### src/rtl/bnn_frame_loader.sv
// Front-end stage for the rolled BNN core: packs quantized samples into a
// feature vector, holds it while the core settles, returns the prediction.
// Optional macro BNN_LOADER_ROUND_EN selects round-to-nearest quantization.
module bnn_frame_loader #(
    parameter int FEAT_CNT      = 12,
    parameter int FEAT_BITS     = 4,
    parameter int RAW_BITS      = 8,
    parameter int CLASS_CNT     = 6,
    parameter int SETTLE_CYCLES = 48
) (
    input  logic                          clk,
    input  logic                          rst,
    input  logic                          in_valid,
    output logic                          in_ready,
    input  logic [RAW_BITS-1:0]           in_data,
    input  logic                          in_last,
    output logic [FEAT_CNT*FEAT_BITS-1:0] features,
    input  logic [$clog2(CLASS_CNT)-1:0]  bnn_prediction,
    output logic                          pred_valid,
    input  logic                          pred_ready,
    output logic [$clog2(CLASS_CNT)-1:0]  prediction,
    output logic                          frame_err
);

    localparam int FV_W  = FEAT_CNT * FEAT_BITS;
    localparam int IDX_W = (FEAT_CNT > 1) ? $clog2(FEAT_CNT) : 1;
    localparam int CNT_W = $clog2(SETTLE_CYCLES + 1);
    localparam int SHIFT = RAW_BITS - FEAT_BITS;

    typedef enum logic [1:0] {
        FILL,
        RUN,
        DONE
    } state_t;

    state_t               state_q;
    state_t               state_d;
    logic [FV_W-1:0]      shadow;
    logic [IDX_W-1:0]     idx;
    logic                 shadow_full;
    logic [CNT_W-1:0]     cnt;
    logic [FEAT_BITS-1:0] q;
    logic                 accept;
    logic                 is_end;
    logic                 load;
    logic                 capture;

    assign in_ready = !shadow_full;
    assign accept   = in_valid && in_ready;
    assign is_end   = (idx == IDX_W'(FEAT_CNT - 1));

`ifdef BNN_LOADER_ROUND_EN
    localparam logic [RAW_BITS:0] HALF =
        (RAW_BITS + 1)'(1) << (SHIFT - 1);

    logic [RAW_BITS:0] rnd_sum;
    logic              unused_rnd;

    // Round half up; a carry out of RAW_BITS saturates to full scale
    always_comb begin
        rnd_sum = {1'b0, in_data} + HALF;
        if (rnd_sum[RAW_BITS])
            q = '1;
        else
            q = rnd_sum[RAW_BITS-1 -: FEAT_BITS];
    end

    assign unused_rnd = ^rnd_sum[SHIFT-1:0];
`else
    logic unused_low;

    // Plain truncation: keep the top FEAT_BITS of the sample
    always_comb begin
        q = in_data[RAW_BITS-1 -: FEAT_BITS];
    end

    assign unused_low = ^in_data[SHIFT-1:0];
`endif

    // Sequencer state register
    always_ff @(posedge clk or negedge rst) begin
        if (!rst)
            state_q <= FILL;
        else
            state_q <= state_d;
    end

    // Next state plus load/capture strobes
    always_comb begin
        state_d = state_q;
        load    = 1'b0;
        capture = 1'b0;
        unique case (state_q)
            FILL: begin
                if (shadow_full) begin
                    load    = 1'b1;
                    state_d = RUN;
                end
            end
            RUN: begin
                if (cnt == CNT_W'(1)) begin
                    capture = 1'b1;
                    state_d = DONE;
                end
            end
            DONE: begin
                if (pred_ready) begin
                    load    = shadow_full;
                    state_d = shadow_full ? RUN : FILL;
                end
            end
            default: state_d = FILL;
        endcase
    end

    // Beat packing into the shadow buffer with framing checks
    always_ff @(posedge clk or negedge rst) begin
        if (!rst) begin
            shadow      <= '0;
            idx         <= '0;
            shadow_full <= 1'b0;
            frame_err   <= 1'b0;
        end else begin
            frame_err <= 1'b0;
            if (load)
                shadow_full <= 1'b0;
            if (accept) begin
                if (in_last != is_end) begin
                    frame_err <= 1'b1;
                    shadow    <= '0;
                    idx       <= '0;
                end else begin
                    shadow[idx*FEAT_BITS +: FEAT_BITS] <= q;
                    if (is_end) begin
                        idx         <= '0;
                        shadow_full <= 1'b1;
                    end else begin
                        idx <= idx + IDX_W'(1);
                    end
                end
            end
        end
    end

    // Feature load, settle countdown and result hold
    always_ff @(posedge clk or negedge rst) begin
        if (!rst) begin
            features   <= '0;
            cnt        <= '0;
            prediction <= '0;
            pred_valid <= 1'b0;
        end else begin
            if (load) begin
                features <= shadow;
                cnt      <= CNT_W'(SETTLE_CYCLES);
            end else if (state_q == RUN) begin
                cnt <= cnt - CNT_W'(1);
            end
            if (capture) begin
                prediction <= bnn_prediction;
                pred_valid <= 1'b1;
            end else if (state_q == DONE && pred_ready) begin
                pred_valid <= 1'b0;
            end
        end
    end

endmodule
### config.mk
export PLATFORM = sky130hd
export DESIGN_NAME = bnn_frame_loader
export DESIGN_NICKNAME = d
export VERILOG_FILES = /design/src/rtl/bnn_frame_loader.sv
export SDC_FILE = /design/constraint.sdc
export NUM_CORES = 1
export LEC_CHECK = 0
export BUFFER_PORTS_ARGS = -buffer_cell sky130_fd_sc_hd__buf_2
export CORE_ASPECT_RATIO = 0.7
export CORE_MARGIN = 8
export CORE_UTILIZATION = 57
export DETAILED_ROUTE_END_ITERATION = 16
export PLACE_DENSITY = 0.8
export SLEW_MARGIN = 10
export SYNTH_ARGS = -nofsm -noshare
export SYNTH_HDL_FRONTEND = slang
export SYNTH_SLANG_ARGS = --single-unit
### constraint.sdc
create_clock -name clk -period 2.9 [get_ports clk]
set_input_delay 0.145 -clock clk [delete_from_list [all_inputs] [get_ports clk]]
set_output_delay 0.145 -clock clk [all_outputs]
set_load 0.01 [all_outputs]
==> results by stage, run 1 <==
Outcome:
- The flow ran to the end, and the final reports show no timing, DRC or antenna violations.

Place:
- The estimated wirelength of the detail-placed design is a little over 8000 um.
- The count of input and output buffers is 65.
- The final weighted congestion of routability-driven global placement is 0.932.
- The number of cells after detailed placement is around 650.
- The worst setup timing slack at the placement stage is 420 ps.

Layout:
- The count of antenna diodes in the layout is 0.
- The share of post-route cells with drive strength above 1 is 0.204.
- After the flow finishes, the layout carries non-filler instances totaling a little under 700.
- The area growth from synthesis to layout is 23.7%.
- Once layout is complete, the utilization of the core stands at 0.718.
- In the final design database the tool counted roughly 590 nets.

Floorplan:
- The die extent in x is about 130 um.
- The die footprint is 11,800 um^2.
- The total number of placement rows is 28.
- The initial standard-cell utilization of the core is 0.581.
- The die is approximately 93 um tall.
- The core area is approximately 8400 um^2.
- The count of pins on the block boundary is 70.

Global routing:
- The global-route total usage across every layer is 0.215.
- The initial antenna violation count is 0.
- The first-pass GRT wire length is around 20,000 um.
- The total congestion overflow after global routing is 0.
- Entering global routing, the biggest net connects 59 pins.
- The number of global-route vias before repair came to 4,059.

Timing:
- The post-layout worst setup margin is approximately 400 ps.
- The period utilization is 0.864.
- Based on the critical path, the design can be clocked at up to between 0.3 and 0.4 GHz.
- The count of final hold-check violations is 0.
- Headroom to the max-slew limit came out at 0.507.
- The aggregate negative setup slack is 0 ps.
- The final count of negative-setup-slack endpoints is 0.
- The worst-margin pin slew is 739 ps.
- The smallest clock period supported by the final layout is computed as about 2500 ps.
- The final-report max-slew violation count is 0.
- Across the routed clock network, the largest skew measured is a little over 8 ps.
- Setup repair after global routing left no endpoint under its margin.

Logic synthesis:
- By area, the combinational part of the netlist is dominated by simple AND/OR/NAND/NOR gates.
- The most numerous cell in the Yosys netlist is sky130_fd_sc_hd__nand2_1.
- The largest total area in the synthesized netlist belongs to sky130_fd_sc_hd__dfrtp_1.
- Ranked by instance count, the synthesized netlist is headed by sky130_fd_sc_hd__nand2_1, sky130_fd_sc_hd__dfrtp_1, sky130_fd_sc_hd__o21ai_0.
- Of the total synthesized cell area, the portion taken by AND, OR, NAND and NOR gates is 0.240.
- Sorting the synthesized cells by area gives the leading types as sky130_fd_sc_hd__dfrtp_1, sky130_fd_sc_hd__nand2_1, sky130_fd_sc_hd__o21ai_0.
- The sequential-to-total area share from yosys stat is 0.587.
- The number of nets in the synthesized netlist is between 500 and 600.
- The synthesized design contains 0 enable-type register cells.
- Measured against the total synthesized area, the mux share comes to 0.0162.
- The number of distinct library cell variants in the gate-level netlist after synthesis is 45.
- The fraction of registers with async set or reset after synthesis is 1.00.
- The top cell type's share of synthesized area is 0.587.
- The post-synthesis share of cell area spent on full adders, half adders and majority gates is 0.0129.
- The number of warnings issued by yosys is 0.
- Of the total synthesized cell area, the portion taken by XOR and XNOR cells is 0.00875.
- The post-synth design cell area is about 5000 um^2.
- In the synthesized netlist the dominant register cell turns out to be sky130_fd_sc_hd__dfrtp_1.
- The compound-gate portion of the synthesized area is 0.112.
- The synthesized instance count is around 490.
- Synthesis inferred 114 register bits.
- The average instance in the mapped netlist occupies just under 10 um^2.

Critical path:
- The kind of end point of the critical path is a flop.
- The required time of the critical path is 3220 ps.
- STA classifies the critical path startpoint as a flop.
- The worst path arrival time is 2820 ps.
- The maximum fanout encountered on the critical timing path is 13.
- The worst setup path is of the reg2reg kind.

Clocking:
- TritonCTS built the clock tree.
- The count of instances resized after the clock tree is built is 0.
- The tree built by TritonCTS fans out to around 110 sinks.
- The number of buffers created by CTS is 17.
- In this run the clock root is driven by a sky130_fd_sc_hd__clkbuf_16.
- The latest clock arrival within the worst-skew pair is 400 ps.
- No sink is reached through more buffers than the 2 on the longest clock path.
- The clock transition at the registers of the reported paths is 60 ps.
- The H-tree was split into 4 levels.

Pwr:
- The net switching power figure is between 1.5 and 2 mW.
- The total power density per cell area is around 900 nW/um^2.
- The combinational power share is 0.242.
- Of the total power, the share spent switching nets is 0.316.
- The internal power component is 3.73 mW.
- The worst-case IR drop observed on VDD is a little over 0.0007 V.
- The portion of total power attributed to the clock network is 0.417.
- The overall power of the completed layout is between 5 and 6 mW.
- Summed over all cells, the static leakage comes to roughly 3.1 nW.
- The part of the power in registers is 0.341.

Routing:
- The iteration-0 DRC count of the detailed router is 339.
- Before antenna repair, the detailed router went through 5 iterations.
- In the final routed layout, each cell accounts on average for between 15 and 20 um.
- For this block, the routed nets add up to approximately 12,000 um of wire.
- The number of nets with antenna violations after routing is 0.
- The routed via count is approximately 3.9k.
- For this run, design rule violations remaining after detail routing come to 0.
- After detailed routing, the number of vias per cell comes to approximately 5.7.

Hold path:
- The path class of the tightest hold or removal check is in2reg.

Flow run:
- Across the run, the number of max-cap violations was 0.
stage by stage:
stage                     area [um^2]  hold slack (ps)
after global placement           5320              242
after global routing             6010             35.3
after detailed placement         5320              261
after floorplan                  4860             -151
final                            6010             38.1
after CTS                        6010             20.5
registers in the layout (all words and copies together) (netlist names):
name         cells
state_q          2
pred_valid       1
features        48
shadow_full      1
idx              4
frame_err        1
prediction       3
shadow          48
cnt              6
power by group through the flow:
| stage | Sequential, mW | Clock (mW) | Combinational [mW] |
|---|---|---|---|
| floorplan | 1.83 | 0 | 0.912 |
| global placement | 1.87 | 0 | 1.23 |
| detailed placement | 1.88 | 0 | 1.27 |
| CTS | 1.85 | 2.30 | 1.29 |
| global route | 1.87 | 2.37 | 1.42 |
| finish | 1.86 | 2.28 | 1.32 |
per-layer routing:
| metal | up-vias | GRT usage | wire [um] |
|---|---|---|---|
| met5 | - | 0 | 0 |
| met4 | 0 | 0.0867 | 236 |
| met3 | 20 | 0.0574 | 774 |
| met2 | 140 | 0.349 | 5730 |
| met1 | 1952 | 0.272 | 5190 |
| li1 | 1835 | - | - |
logic make-up (layout without fill, tap and decap cells):
| kind of cell | count (synthesis) | count (layout) |
|---|---|---|
| simple gates | 262 | 262 |
| flops | 114 | 114 |
| compound gates | 73 | 73 |
| buf+inv | 27 | 118 |
| mux | 7 | 7 |
| fa+ha+maj | 5 | 5 |
| xor+xnor | 4 | 4 |
final timing paths:
kind / startpoint / to / slack, ps / cells past startpoint
setup / recovery: idx[0]$_DFFE_PN0P_ / shadow[13]$_DFFE_PN0P_ / 400 / 7
hold / removal: in_valid / shadow_full$_DFF_PN0_ / 40 / 3
setup reg to reg: idx[0]$_DFFE_PN0P_ / shadow[13]$_DFFE_PN0P_ / 400 / 7
hold reg to reg: features[5]$_DFFE_PN0P_ / features[5]$_DFFE_PN0P_ / 460 / 2
max in group asynchronous: rst / features[5]$_DFFE_PN0P_ / 1810 / 3
min in group asynchronous: rst / features[2]$_DFFE_PN0P_ / 340 / 2
cell type report:
type / instances / area, um^2
clock buffers: 23 / 478
clock inverters: 9 / 176
fillers: 600 / 2360
inverters: 9 / 33.8
multi-input cells: 351 / 1900
flip-flops and latches: 114 / 2850
well taps: 105 / 131
repair buffers: 77 / 440
repair_timing:
action                    in CTS  in global routing
hold buffers                   4                  0
hold endpoints to repair      59                  0
buffers inserted               0                  0
worst max-delay path, cell delays in order (launching register included):
cell and delay (ps):
sky130_fd_sc_hd__dfrtp_1 590, sky130_fd_sc_hd__inv_1 150, sky130_fd_sc_hd__ha_1 300, sky130_fd_sc_hd__nor2b_1 230, sky130_fd_sc_hd__nor4_1 520, sky130_fd_sc_hd__nand3_1 160, sky130_fd_sc_hd__nand2b_1 260, sky130_fd_sc_hd__o2bb2ai_1 210
cells in the final DEF, fill, tap and decap left out, types with 10 or more instances in the layout:
cell type	count
sky130_fd_sc_hd__nor2b_1	10
sky130_fd_sc_hd__o21ai_0	23
sky130_fd_sc_hd__nor2_1	19
sky130_fd_sc_hd__o2bb2ai_1	12
sky130_fd_sc_hd__nand3_1	20
sky130_fd_sc_hd__dfrtp_1	114
sky130_fd_sc_hd__buf_2	64
sky130_fd_sc_hd__nand2_1	172
sky130_fd_sc_hd__clkbuf_16	17
sky130_fd_sc_hd__nand2b_1	11
Note: power is estimated with default switching activity, not from simulation.
==> run 2, diff against run 1 <==
Settings changed: RECOVER_POWER from default to 100.
==> run 2 against run 1 <==
  * Critical path depth did not move
  * Non-clock buffer count did not move
  * Die area did not move
  * Sequential power barely moved
  * First-iteration DRC count fell by 1.5%
  * Clock skew barely moved
  * Sequential cell count did not move
  * Critical endpoint is now shadow[11]$_DFFE_PN0P_
  * Core utilization fell by 1.4 points
==> results by stage, run 2 (synthesis gave the netlist of run 1 again) <==
Layout:
- The count of antenna diodes in the layout is 0 (unchanged).
- The count of nets after finishing is 591 (unchanged).
- The core utilization of the finished layout was 0.704 (-0.0139).
- The area taken by flip-flops and latches is 2850 um^2 (unchanged).
- From synthesis to final layout, the design area changed by 21.3%.
- The largest registers in the layout are features: 48 flops, shadow: 48 flops, cnt: 6 flops.
- The share of post-route cells with drive strength above 1 is 0.105 (-0.0995).
- The final non-filler cell area came to 5890 um^2 (-1.9%).
- The library cell used most frequently in the layout, excluding fill and tap cells, is sky130_fd_sc_hd__nand2_1.
- The number of fill cells is 640 (+6.7%).
- The area of the multi-input gates came to 1870 um^2 (-1.3%).
- In the layout the commonest cells are sky130_fd_sc_hd__nand2_1, sky130_fd_sc_hd__dfrtp_1, sky130_fd_sc_hd__clkbuf_1.

Clocking:
- The hold-fix buffer count after cts was 4 (unchanged).
- The number of buffers created by CTS is 17 (unchanged).
- CTS placed an instance of sky130_fd_sc_hd__clkbuf_16 at the clock tree root.
- The TritonCTS clock tree is yes.
- The clock transition at the registers of the reported paths came to 50 ps (about the same).
- The latest clock arrival within the worst-skew pair is 400 ps (about the same).
- The total clock sinks came to 114 (unchanged).
- The total setup buffers inserted after CTS came to 0 (unchanged).
- The deepest level of the CTS H-tree is 4 (unchanged).
- The count of instances resized after the clock tree is built was 0 (unchanged).
- The buffer depth of the longest clock path was 2 (unchanged).

Place:
- The final weighted congestion of routability-driven global placement is 0.932 (unchanged).
- The count of input and output buffers is 65 (unchanged).
- The placement-stage cell area is 5320 um^2 (unchanged).
- The estimated wirelength of the detail-placed design is 8230 um (unchanged).
- The worst setup timing slack at the placement stage is 420 ps (unchanged).

Routing:
- The routed wire length per instance is 17.3 um (about the same).
- The number of nets with antenna violations after routing is 0 (unchanged).
- The iteration-0 DRC count of the detailed router was 334 (-1.5%).
- The remaining design rule violation count is 0 (unchanged).
- The number of vias per cell after detailed routing is 5.79 (+0.99%).
- The routed via count is 3,986 (+0.99%).
- The length of the first detailed-routing pass in iterations is 5 (unchanged).
- The wire length after detailed routing came to 11,900 um (about the same).

Timing:
- Setup repair after global routing left no endpoint under its margin.
- The worst-margin pin slew came to 1410 ps (+667 ps).
- The period utilization came to 0.902 (+0.0386).
- The worst clock skew came to 8.00 ps (-0.205 ps).
- The post-layout worst setup margin is 284 ps (-112 ps).
- The worst slew margin relative to its limit is 0.0628 (-0.444).
- The final-report max-slew violation count is 0 (unchanged).
- The final count of negative-setup-slack endpoints is 0 (unchanged).
- The aggregate negative setup slack is 0 ps (unchanged).
- The count of final hold-check violations is 0 (unchanged).
- The minimum period implied by the final worst setup slack is 2620 ps (+112 ps).
- The top achievable clock speed is 0.382 GHz (-4.3%).

Critical path:
- The kind of end point of the critical path is a flop.
- The required time of the critical path is 3160 ps (-60 ps).
- The kind of critical path is reg2reg.
- The critical path startpoint category is a flop.
- The number of cells on the worst reg-to-reg path is 7 (unchanged).
- The slack of the worst reg-to-reg path is 280 ps (-110 ps).
- The worst register-to-register path begins at idx[0]$_DFFE_PN0P_.
- In this run the critical register-to-register path is captured at shadow[11]$_DFFE_PN0P_.
- The worst path arrival time came to 2880 ps (+60 ps).
- The maximum fanout encountered on the critical timing path is 13 (unchanged).

Pwr:
- The overall power of the completed layout is 5.42 mW (-0.54%).
- The portion of total power attributed to the clock network came to 0.420 (+0.003).
- The standby leakage power was 2.85 nW (-9.0%).
- The combinational power share was 0.238 (-0.004).
- The total power density per cell area was 920 nW/um^2 (+1.4%).
- The maximum vdd drop was 0.000707 V (-0.19%).
- The internal power component is 3.70 mW (-0.61%).
- The net switching power figure is 1.72 mW (-0.38%).
- The net switching share of the total power was 0.317 (+0.000495).
- The part of the power in registers is 0.342 (about the same).

Floorplan:
- The total number of placement rows is 28 (unchanged).
- The chip height is 93.3 um (unchanged).
- The count of pins on the block boundary is 70 (unchanged).
- The core area is 8370 um^2 (unchanged).
- The die extent in x came to 126 um (unchanged).
- The die footprint is 11,800 um^2 (unchanged).
- The initial standard-cell utilization of the core came to 0.581 (unchanged).

Hold path:
- The endpoint with the worst hold slack is shadow_full$_DFF_PN0_.
- The cell depth of the worst min-delay path is 3 (unchanged).
- The startpoint identified for the worst hold timing path is in_valid.
- The min-delay analysis places its worst path in the category in2reg.

Global routing:
- The initial antenna violation count is 0 (unchanged).
- The number of global-route vias before repair is 4,059 (unchanged).
- The first-pass GRT wire length came to 20,100 um (unchanged).
- The total congestion overflow after global routing is 0 (unchanged).
- The global-route total usage across every layer was 0.215 (unchanged).
- The largest net degree at the start of global routing is 59 (unchanged).

Flow run:
- The max-capacitance violation count is 0 (unchanged).

Outcome:
- The flow ran to the end, and the final reports show no timing, DRC or antenna violations.
run 2: changes by cell type in the layout (fill, tap and decap cells not counted):
cell	delta
sky130_fd_sc_hd__buf_4	-4
sky130_fd_sc_hd__xnor2_2	-1
sky130_fd_sc_hd__clkbuf_2	+3
sky130_fd_sc_hd__nand3b_4	-1
sky130_fd_sc_hd__buf_2	-54
sky130_fd_sc_hd__clkbuf_4	+1
sky130_fd_sc_hd__nor3b_2	-1
sky130_fd_sc_hd__buf_12	-1
sky130_fd_sc_hd__clkbuf_1	+55
sky130_fd_sc_hd__xnor2_1	+1
sky130_fd_sc_hd__nor3b_1	+1
sky130_fd_sc_hd__nand3b_1	+1
run 2: per-layer routing:
layer	GRT usage	routed length, um
met4	0.0867	227
met3	0.0574	722
met1	0.272	5220
met5	0	0
met2	0.349	5770
run 2: per-stage QoR:
step	hold WS (ps)	instances
2_1_floorplan	-151	492
3_3_place_gp	242	652
3_5_place_dp	261	652
4_1_cts	20.5	688
5_1_grt	35.3	688
6_report	38.1	688
run 2: how the worst max path moves through the flow:
| stage | endpoint | start | cells after the start |
|---|---|---|---|
| floorplan | shadow[35]$_DFFE_PN0P_ | idx[0]$_DFFE_PN0P_ | 8 |
| global placement | shadow[34]$_DFFE_PN0P_ | idx[0]$_DFFE_PN0P_ | 6 |
| detailed placement | shadow[35]$_DFFE_PN0P_ | idx[0]$_DFFE_PN0P_ | 6 |
| CTS | shadow[35]$_DFFE_PN0P_ | idx[0]$_DFFE_PN0P_ | 6 |
| global route | shadow[11]$_DFFE_PN0P_ | idx[0]$_DFFE_PN0P_ | 7 |
| finish | shadow[11]$_DFFE_PN0P_ | idx[0]$_DFFE_PN0P_ | 7 |
run 2: power by group through the flow:
stage	logic, mW	clock network (mW)	registers (mW)
after detailed placement	1.27	0	1.88
after CTS	1.29	2.30	1.85
after floorplan	0.912	0	1.83
after global placement	1.23	0	1.87
final	1.29	2.28	1.85
after global routing	1.40	2.37	1.87
run 2: layout make-up:
cell class,instances,area share
well taps,105,0.0223
clock inverters,9,0.0299
clock buffers,23,0.0811
repair buffers,77,0.0592
multi-input cells,351,0.318
flip-flops and latches,114,0.484
inverters,9,0.00573
run 2: worst max-delay path, stage by stage (launching register included):
cell,delay [ps]
sky130_fd_sc_hd__dfrtp_1,590
sky130_fd_sc_hd__ha_1,330
sky130_fd_sc_hd__nand3b_1,170
sky130_fd_sc_hd__xnor2_1,620
sky130_fd_sc_hd__nand2_1,250
sky130_fd_sc_hd__clkbuf_2,270
sky130_fd_sc_hd__nand3_1,130
sky130_fd_sc_hd__o21ai_0,100
==> run 3, diff against run 2 <==
Settings changed: CORE_ASPECT_RATIO 0.7 to default.
==> run 3 against run 2 <==
  * First-iteration DRC count rose by 1.8%
  * Critical endpoint unchanged
  * Via count barely moved
  * Fmax fell by 1.9%
  * Core utilization rose by 1.3 points
  * Clock power fell by 4%
  * Register-to-register slack got worse by 50 ps
  * Sequential share of layout area fell by 0.25 points
  * Hold slack improved by 26 ps
  * Non-clock buffer count rose by 6
  * Sequential cell count did not move
==> results by stage, run 3 (synthesis gave the netlist of run 1 again) <==
Outcome:
- The run finished with clean final reports.

Clocking:
- The hold-fix buffer count after cts is 11 (+7).
- The buffer type at the clock tree root is sky130_fd_sc_hd__clkbuf_8.
- The deepest level of the CTS H-tree was 4 (unchanged).
- The count of instances resized after the clock tree is built is 0 (unchanged).
- The buffer depth of the longest clock path is 2 (unchanged).
- The number of buffers created by CTS is 17 (unchanged).
- TritonCTS built the clock tree.
- The latest clock arrival within the worst-skew pair was 510 ps (+110 ps).
- The total setup buffers inserted after CTS is 0 (unchanged).
- The clock transition at the registers of the reported paths came to 50 ps (about the same).
- The total clock sinks is 114 (unchanged).

Floorplan:
- The count of pins on the block boundary came to 70 (unchanged).
- The initial standard-cell utilization of the core is 0.589 (+0.00809).
- The core area is 8260 um^2 (-1.4%).
- The total number of placement rows is 33 (+18%).
- The die extent in x is 108 um (-14%).
- The die footprint is 11,700 um^2 (-0.41%).
- The chip height is 108 um (+16%).

Critical path:
- The signal on the critical path passes through ha_1, nand3b_1, xnor2_1, nand2_1, clkbuf_2, nand3_1, o21ai_0.
- The worst path arrival time is 3040 ps (+160 ps).
- The kind of end point of the critical path is a flop.
- The maximum fanout encountered on the critical timing path is 13 (unchanged).
- The worst register-to-register path ends at shadow[11]$_DFFE_PN0P_.
- The buffering stage count on the worst path with inverters included is 1 (unchanged).
- The worst reg2reg path startpoint is idx[0]$_DFFE_PN0P_.
- The number of cells on the worst reg-to-reg path came to 7 (unchanged).
- The required time of the critical path is 3280 ps (+120 ps).
- The slack of the worst reg-to-reg path is 230 ps (-50 ps).
- The largest individual stage delay along the critical path comes from the cell sky130_fd_sc_hd__xnor2_1.
- The longest individual stage delay on the worst path is 680 ps (+60 ps).
- The kind of critical path is reg2reg.
- The cell family contributing the most delay on the critical path is XOR/XNOR gates.
- The critical path startpoint category is a flop.

Layout:
- The count of antenna diodes in the layout came to 0 (unchanged).
- The core utilization of the finished layout is 0.717 (+0.0134).
- In the layout the commonest cells are sky130_fd_sc_hd__nand2_1, sky130_fd_sc_hd__dfrtp_1, sky130_fd_sc_hd__clkbuf_1.
- Leaving out fill and tap cells, the most frequent cell in the layout is sky130_fd_sc_hd__nand2_1.
- The count of nets after finishing is 597 (+1.0%).
- The share of post-route cells with drive strength above 1 is 0.107 (+0.00233).
- The largest registers in the layout are features: 48 flops, shadow: 48 flops, cnt: 6 flops.
- The final non-filler cell area was 5920 um^2 (+0.51%).
- Relative to the synthesized area, the layout overhead comes to 21.9%.

Routing:
- The iteration-0 DRC count of the detailed router was 340 (+1.8%).
- The number of nets with antenna violations after routing is 0 (unchanged).
- The number of vias per cell after detailed routing is 5.74 (-0.84%).
- The length of the first detailed-routing pass in iterations is 5 (unchanged).
- The routed via count is 3,987 (+0.025%).
- The wire length after detailed routing is 12,200 um (+2.6%).
- The routed wire length per instance is 17.6 um (+1.7%).
- The remaining design rule violation count is 0 (unchanged).

Timing:
- The top achievable clock speed is 0.375 GHz (-1.9%).
- The period utilization came to 0.919 (+0.0173).
- The minimum period implied by the final worst setup slack is 2670 ps (+50.0 ps).
- The worst slew margin relative to its limit is 0.262 (+0.199).
- The final count of negative-setup-slack endpoints is 0 (unchanged).
- Setup repair after global routing left no endpoint under its margin.
- The aggregate negative setup slack is 0 ps (unchanged).
- The worst-margin pin slew is 1110 ps (-299 ps).
- The count of final hold-check violations is 0 (unchanged).
- The final-report max-slew violation count is 0 (unchanged).
- The worst clock skew is 8.03 ps (+0.0293 ps).
- The worst hold-check slack is 63.9 ps (+25.8 ps).

Pwr:
- The portion of total power attributed to the clock network is 0.411 (-0.009).
- The total power density per cell area is 896 nW/um^2 (-2.6%).
- The internal power component is 3.55 mW (-4.2%).
- The net switching power figure came to 1.76 mW (+2.3%).
- The combinational power share is 0.240 (+0.002).
- The maximum vdd drop was 0.000628 V (-11%).
- The part of the power in registers is 0.349 (+0.007).
- The overall power of the completed layout is 5.31 mW (-2.1%).
- The standby leakage power came to 2.86 nW (about the same).
- The net switching share of the total power is 0.331 (+0.0142).

Global routing:
- The global-route total usage across every layer was 0.221 (+0.00580).
- The initial antenna violation count is 0 (unchanged).
- The largest net degree at the start of global routing was 71 (+20%).
- The first-pass GRT wire length was 20,100 um (about the same).
- The number of global-route vias before repair is 3,936 (-3.0%).
- The total congestion overflow after global routing is 0 (unchanged).

Hold path:
- The startpoint of the lowest-slack hold path is in_last.
- For hold timing, the worst endpoint is idx[2]$_DFFE_PN0P_.
- The cell depth of the worst min-delay path is 4 (+1).
- The worst hold path belongs to the class in2reg.

Place:
- The placement-stage cell area is 5310 um^2 (-0.14%).
- The estimated wirelength of the detail-placed design is 8000 um (-2.7%).
- The final weighted congestion of routability-driven global placement is 0.914 (-1.9%).
- The count of input and output buffers is 65 (unchanged).

Flow run:
- The max-capacitance violation count is 0 (unchanged).
[run 3: cell types whose count changed in the layout (fill, tap and decap cells not counted), sizes merged]
cell,change
bufinv,-1
clkinv,-1
clkbuf,-2
clkinvlp,+3
buf,-2
inv,+2
dlygate4sd3,+7
[run 3: worst min-delay path, stage by stage]
cell	delay (ps)
sky130_fd_sc_hd__buf_2	150
sky130_fd_sc_hd__nor2_1	100
sky130_fd_sc_hd__o21ai_0	80
sky130_fd_sc_hd__o41ai_1	60
[run 3: how the worst max path moves through the flow]
stage | startpoint | endpoint | slack (ps) | cells after the start
2_1_floorplan | idx[0]$_DFFE_PN0P_ | shadow[35]$_DFFE_PN0P_ | 800 | 8
3_3_place_gp | idx[0]$_DFFE_PN0P_ | shadow[44]$_DFFE_PN0P_ | 570 | 7
3_5_place_dp | idx[0]$_DFFE_PN0P_ | shadow[35]$_DFFE_PN0P_ | 480 | 6
4_1_cts | idx[0]$_DFFE_PN0P_ | shadow[17]$_DFFE_PN0P_ | 410 | 7
5_1_grt | idx[0]$_DFFE_PN0P_ | shadow[18]$_DFFE_PN0P_ | 100 | 7
6_report | idx[0]$_DFFE_PN0P_ | shadow[11]$_DFFE_PN0P_ | 230 | 7
[run 3: power by group through the flow]
stage                     clock network, mW  logic (mW)  registers (mW)
final                                  2.18        1.27            1.85
after global routing                   2.28        1.39            1.87
after CTS                              2.20        1.28            1.85
after detailed placement                  0        1.25            1.88
after global placement                    0        1.21            1.87
after floorplan                           0       0.912            1.83
[run 3: per-layer routing]
layer  part of all wire  routed length (um)  global-route usage  up-vias
li1                   -                   -                   -     1841
met1               0.41                5030               0.269     1983
met2               0.51                6270               0.364      136
met3              0.057                 702              0.0607       27
met4              0.021                 252              0.0919        0
met5                  0                   0                   0        -
[run 3: layout make-up]
cell class / count / area (um^2)
well taps: 105 / 131
clock inverters: 12 / 178
fillers: 610 / 2330
multi-input cells: 351 / 1870
clock buffers: 20 / 445
inverters: 9 / 33.8
repair buffers: 83 / 410
flip-flops and latches: 114 / 2850
[run 3: stage by stage]
stage,worst slack (ps),instances
after floorplan,800,492
after global placement,568,651
after detailed placement,484,651
after CTS,414,694
after global routing,100,694
final,233,694
